File: config.mk
export PLATFORM = sky130hd
export DESIGN_NAME = seg7_scan_ctrl_flat
export DESIGN_NICKNAME = d
export VERILOG_FILES = /design/src/rtl/seg7_scan_ctrl_if.sv /design/src/rtl/seg7_scan_ctrl.sv /design/src/flat_wrapper.sv
export SDC_FILE = /design/constraint.sdc
export NUM_CORES = 1
export LEC_CHECK = 0
export CAP_MARGIN = 5
export CORE_ASPECT_RATIO = 0.6
export CORE_UTILIZATION = 45
export DETAILED_ROUTE_END_ITERATION = 6
export DONT_BUFFER_PORTS = 1
export GPL_TIMING_DRIVEN = 0
export PLACE_DENSITY = 0.57
export SLEW_MARGIN = 20
export SYNTH_ARGS = -nofsm -noshare
export SYNTH_HDL_FRONTEND = slang
export SYNTH_SLANG_ARGS = --single-unit
export TNS_END_PERCENT = 1
File: constraint.sdc
create_clock -name CLK1 -period 2.3 [get_ports CLK1]
set_input_delay 0.23 -clock CLK1 [delete_from_list [all_inputs] [get_ports CLK1]]
set_output_delay 0.23 -clock CLK1 [all_outputs]
set_load 0.01 [all_outputs]
File: src/rtl/seg7_scan_ctrl_if.sv
// KCPSM3 output-port write bus as seen by port-mapped peripherals.
// The processor side drives it and the peripheral side only listens.
interface seg7_scan_ctrl_if;
   logic [7:0] port_id;
   logic       write_strobe;
   logic [7:0] out_port;

   modport master (output port_id, output write_strobe, output out_port);
   modport slave  (input  port_id, input  write_strobe, input  out_port);
endinterface

File: src/rtl/seg7_scan_ctrl.sv
// Port-mapped 4-digit multiplexed common-anode seven-segment driver with double-buffered registers.
// Optional leading-zero blanking is enabled by defining SEG7_LZ_BLANK_EN.
module seg7_scan_ctrl #(
   parameter logic [7:0]  BASE_ADDR   = 8'h00,
   parameter int unsigned REFRESH_DIV = 50000
) (
   input  logic               CLK1,
   input  logic               arst,
   seg7_scan_ctrl_if.slave    kbus,
   output logic [0:6]         seg,
   output logic [3:0]         an
);

   localparam int unsigned         DIV_W    = (REFRESH_DIV > 2) ? $clog2(REFRESH_DIV) : 1;
   localparam logic [DIV_W-1:0]    DIV_LAST = DIV_W'(REFRESH_DIV - 1);

   typedef enum logic [1:0] {SLOT0, SLOT1, SLOT2, SLOT3} slot_t;

   typedef struct packed {
      logic [3:0][3:0] digit;
      logic [3:0]      mask;
      logic            en;
   } disp_regs_t;

   localparam disp_regs_t REGS_RESET = '{digit: '0, mask: 4'hF, en: 1'b1};

   function automatic logic [0:6] hex7(input logic [3:0] d);
      case (d)
         4'h0:    hex7 = 7'b0000001;
         4'h1:    hex7 = 7'b1001111;
         4'h2:    hex7 = 7'b0010010;
         4'h3:    hex7 = 7'b0000110;
         4'h4:    hex7 = 7'b1001100;
         4'h5:    hex7 = 7'b0100100;
         4'h6:    hex7 = 7'b0100000;
         4'h7:    hex7 = 7'b0001111;
         4'h8:    hex7 = 7'b0000000;
         4'h9:    hex7 = 7'b0000100;
         4'hA:    hex7 = 7'b0001000;
         4'hB:    hex7 = 7'b1100000;
         4'hC:    hex7 = 7'b0110001;
         4'hD:    hex7 = 7'b1000010;
         4'hE:    hex7 = 7'b0110000;
         default: hex7 = 7'b0111000;
      endcase
   endfunction

   disp_regs_t       shadow, active;
   logic [DIV_W-1:0] div_cnt;
   logic             tick, frame_end;
   slot_t            slot, slot_nxt;
   logic [1:0]       slot_idx;
   logic [3:0]       cur_digit;
   logic [3:0]       lz_blank;
   logic             lit;
   logic [3:0]       an_nxt;
   logic [0:6]       seg_nxt;

   wire unused_ctrl_bits = ^kbus.out_port[7:5];

   // NOTE: sequential state uses non-blocking assignments so every register samples pre-edge values.
   always_ff @(posedge CLK1 or posedge arst) begin
      if (arst) begin
         shadow <= REGS_RESET;
      end else if (kbus.write_strobe) begin
         case (kbus.port_id)
            BASE_ADDR:         {shadow.digit[1], shadow.digit[0]} <= kbus.out_port;
            BASE_ADDR + 8'd1:  {shadow.digit[3], shadow.digit[2]} <= kbus.out_port;
            BASE_ADDR + 8'd2: begin
               shadow.mask <= kbus.out_port[3:0];
               shadow.en   <= kbus.out_port[4];
            end
            default: ;
         endcase
      end
   end

   assign tick      = (div_cnt == DIV_LAST);
   assign frame_end = tick && (slot == SLOT3);

   always_ff @(posedge CLK1 or posedge arst) begin
      if (arst) begin
         div_cnt <= '0;
         slot    <= SLOT0;
         active  <= REGS_RESET;
      end else begin
         div_cnt <= tick ? '0 : div_cnt + DIV_W'(1);
         slot    <= slot_nxt;
         // A write landing on the boundary cycle is still in flight and waits a frame.
         if (frame_end) active <= shadow;
      end
   end

   // NOTE: every always_comb output gets a default first so no path can infer a latch.
   always_comb begin
      slot_nxt = slot;
      if (tick) begin
         case (slot)
            SLOT0:   slot_nxt = SLOT1;
            SLOT1:   slot_nxt = SLOT2;
            SLOT2:   slot_nxt = SLOT3;
            default: slot_nxt = SLOT0;
         endcase
      end
   end

   assign slot_idx  = slot;
   assign cur_digit = active.digit[slot_idx];

`ifdef SEG7_LZ_BLANK_EN
   // A digit is a leading zero only if it and every more-significant digit are zero.
   always_comb begin
      lz_blank    = '0;
      lz_blank[3] = (active.digit[3] == 4'h0);
      lz_blank[2] = lz_blank[3] && (active.digit[2] == 4'h0);
      lz_blank[1] = lz_blank[2] && (active.digit[1] == 4'h0);
   end
`else
   assign lz_blank = '0;
`endif

   always_comb begin
      lit     = active.en && active.mask[slot_idx] && !lz_blank[slot_idx];
      an_nxt  = 4'hF;
      seg_nxt = 7'b1111111;
      if (lit) begin
         an_nxt  = ~(4'b0001 << slot_idx);
         seg_nxt = hex7(cur_digit);
      end
   end

   always_ff @(posedge CLK1 or posedge arst) begin
      if (arst) begin
         an  <= 4'hF;
         seg <= 7'b1111111;
      end else begin
         an  <= an_nxt;
         seg <= seg_nxt;
      end
   end

endmodule
File: src/flat_wrapper.sv
// flat-port wrapper written by rule: the top's interface ports become plain ports
module seg7_scan_ctrl_flat 
#(
   parameter logic [7:0]  BASE_ADDR   = 8'h00,
   parameter int unsigned REFRESH_DIV = 50000
)
  (CLK1, arst, seg, an, kbus_port_id, kbus_write_strobe, kbus_out_port);
  seg7_scan_ctrl_if kbus_i ();
  input  logic CLK1;
  input  logic arst;
  output logic [0:6] seg;
  output logic [3:0] an;
  input wire logic [$bits(kbus_i.port_id)-1:0] kbus_port_id;
  input wire logic [$bits(kbus_i.write_strobe)-1:0] kbus_write_strobe;
  input wire logic [$bits(kbus_i.out_port)-1:0] kbus_out_port;
  assign kbus_i.port_id = kbus_port_id;
  assign kbus_i.write_strobe = kbus_write_strobe;
  assign kbus_i.out_port = kbus_out_port;
  seg7_scan_ctrl #(.BASE_ADDR(BASE_ADDR), .REFRESH_DIV(REFRESH_DIV)) u_core (.CLK1(CLK1), .arst(arst), .kbus(kbus_i), .seg(seg), .an(an));
endmodule
==> results.json <==
{
  "drt_iter0_markers": 76,
  "synth_area_um2": 3261,
  "reg2reg_from": "u_core.div_cnt[11]",
  "grt_antenna_before_repair": 0,
  "max_freq_ghz": 0.4602,
  "grt_max_degree": 57,
  "grt_pass1_wl_um": 9922,
  "dr.pass1.iters": 6,
  "dp_cells": 324,
  "worst_setup_path_start_kind": "flip-flop",
  "clk_latency_ps": 330,
  "grt_pass1_vias": 1887,
  "cp_cell_sequence": "or4_4 -> nor4_4 -> nand2_2 -> buf_6 -> mux2_4",
  "synthToLayoutAreaGrowth_pct": 13.43,
  "relSlewSlack": 0.4199,
  "route.met2.wl_um": 2307,
  "place_ws_ps": 0.2123,
  "switchingPower_uw": 521.9,
  "status": "finished with violations",
  "min_period_ps": 2173,
  "wl_per_cell_um": 17.29,
  "core_region_area_um2": 6849,
  "route.detailed.drc": 2,
  "endpoint_kind": "flip-flop",
  "required_ps": 2510,
  "p_int_uw": 2143,
  "io_pins": 30,
  "cts_sinks": 71,
  "wl_met1_um": 3206,
  "maxCapViolations": 0,
  "setup_violations": 0,
  "max_stage_delay_ps": 570,
  "cts_made_buffers": 9,
  "fillers": 584,
  "p_per_area_nw_per_um2": 720.6,
  "routabilityCongestion": 0.7649,
  "clock_path_buffers": 2,
  "row_count": 23,
  "initial_core_util": 0.4761,
  "ir_worst_vdd_v": 0.0004086,
  "ys.warnings.count": 0,
  "antennaDiodeCount": 0,
  "chipWidth_um": 111.9,
  "leakagePower_uw": 0.001670,
  "clk_pin_slew_ps": 50,
  "hp-class": "in -> reg",
  "cts_tree": "yes",
  "cpMaxStageDelayCell": "or4_4",
  "rsz0062_at_grt": "false",
  "reg2reg_to": "u_core.active[12]",
  "syn_inst": 236,
  "final_nets": 278,
  "seqPwrFrac": 0.481,
  "total_power_uw": 2665,
  "maxSlewViolCount": 0,
  "p_comb_frac": 0.019,
  "r2r_cells": 5,
  "cts_setup_buffers": 0,
  "overflow": 0,
  "stdcell_count": 340,
  "fin_area_um2": 3699,
  "vias": 1822,
  "tns_ps": 0,
  "wl_um": 5878,
  "route.met3.wl_um": 272,
  "violations": "DRC",
  "postPlaceCellArea_um2": 3400,
  "clock_skew_ps": 5.446,
  "postSynthAreaPerCell_um2": 13.82,
  "syn_nets": 266,
  "p_sw_frac": 0.1958,
  "clockPowerShare": 0.500,
  "worstMarginPinSlew_ps": 865.4,
  "port_buffers": 0,
  "drive_gt1_frac": 0.3518,
  "multi_input_area_um2": 1386,
  "critPathKind": "reg -> reg",
  "dieArea_um2": 7601,
  "viasPerCell": 5.359,
  "dp_hpwl_um": 4122,
  "hold_depth": 1,
  "period_share": 0.9448,
  "reg2reg_slack_ps": 130,
  "grt_usage": 0.1833,
  "min_from": "kbus_out_port[6]",
  "timing_hold_violations_final": 0,
  "ff_latch_area_um2": 1803,
  "fin_ws_ps": 127.0,
  "die_h_um": 67.94,
  "hold_end": "u_core.shadow[19]",
  "critical_path.max_fanout": 10,
  "ys_ff_latch": 71,
  "cts_htree_levels": 3,
  "dr.max_layer_used": "met4",
  "drtAntennaViolNets": 0,
  "crit_arrival_ps": 2390,
  "root_buffer": "clkbuf_16",
  "ys_seq_area_frac": 0.5530,
  "synth.distinct_cells": 42,
  "crit_path_start": "u_core.div_cnt[11]"
}
-- worst max-delay path by stage --
stage                        end  slack, ps
5_1_grt           u_core.slot[1]         20
6_report       u_core.active[12]        130
3_5_place_dp       u_core.seg[3]        0.2
2_1_floorplan  u_core.active[10]        290
4_1_cts        u_core.active[12]        120
3_3_place_gp   u_core.active[20]       -510
-- cells in the final DEF (no fill, tap or decap), drive strengths merged, types with 5 or more instances in the layout --
cell type  count
dfstp         21
nor2          13
mux2          42
ha            11
dfrtp         50
nand2         15
xnor2          8
inv            8
clkbuf        20
xor2           5
mux4           5
-- worst max-delay path, delay by kind of cell, from the launching register on --
kind | cells | cell delay [ps]
simple gates | 3 | 1120
flops | 1 | 440
mux | 1 | 300
buf+inv | 1 | 190
-- metal layers --
metal  vias to the layer above  GRT usage
li1                        865          -
met3                         9    0.07883
met2                        25     0.2516
met5                         -          0
met4                         0    0.07095
met1                       923     0.2540
-- state kept, by name (all words and copies together), names as in the netlist --
signal          count
u_core.active      21
u_core.shadow      21
u_core.div_cnt     16
u_core.slot         2
u_core.seg          7
u_core.an           4
-- cells in the mapped netlist (all sizes together) --
cell      n  area share
nand3     4      0.0061
nor2b     3      0.0058
nor4b     1      0.0027
nor4      3       0.010
mux2i     1      0.0031
nor2     13       0.015
xnor2     8       0.021
dfstp    21        0.17
and2      1      0.0019
nand3b    1      0.0023
a211oi    2      0.0046
mux4      5       0.035
or2       1      0.0019
dfrtp    50        0.38
nand4b    2      0.0054
or3       1      0.0019
xor2      5       0.013
nand4bb   1      0.0035
o21ai     4      0.0061
clkbuf    5      0.0058
inv       8      0.0092
nand4     4      0.0077
o211ai    2      0.0046
ha       11       0.042
a21oi     4      0.0061
mux2     42        0.17
o2bb2ai   1      0.0027
o31ai     1      0.0023
and4      2      0.0054
nand2    15       0.018
or4       2      0.0058
buf       2      0.0069
and3      1      0.0019
o221ai    4       0.011
nand2b    1      0.0019
nor3      4      0.0077
-- final cells by class --
type / instances / area share
clock buffers: 16 / 0.07882
repair buffers: 2 / 0.01015
plain buffers: 6 / 0.01049
flip-flops and latches: 71 / 0.4875
well taps: 87 / 0.02943
multi-input cells: 150 / 0.3748
inverters: 8 / 0.008796
-- power groups by stage --
stage               clock network [µW]  logic (µW)  registers [µW]
finish                            1330        51.0            1280
global route                      1430        58.9            1280
CTS                               1370        53.6            1280
detailed placement                   0        51.7            1300
global placement                     0        44.6            1300
floorplan                            0        36.7            1300
-- metrics by stage --
step	utilization	hold WS [ps]
3_5_place_dp	0.4963	50.07
2_1_floorplan	-	380.6
3_3_place_gp	0.4920	381.3
6_report	0.5400	43.59
4_1_cts	0.5398	31.42
5_1_grt	0.5400	27.53
-- what timing repair did --
item / CTS / global route
gates resized for setup: 0 / 2
endpoints found under the setup margin: 1 / 1
endpoints found under the hold margin: 15 / 0
hold buffers: 1 / 0
-- cell families (layout without fill, tap and decap cells) --
family / after synthesis / count (layout) / synth area share
flops: 71 / 71 / 0.5530
simple gates: 60 / 60 / 0.1052
mux: 48 / 48 / 0.2057
compound gates: 18 / 18 / 0.03722
buf+inv: 15 / 32 / 0.02187
xor+xnor: 13 / 13 / 0.03492
fa+ha+maj: 11 / 11 / 0.04221
(Power assumes the default switching activity.)
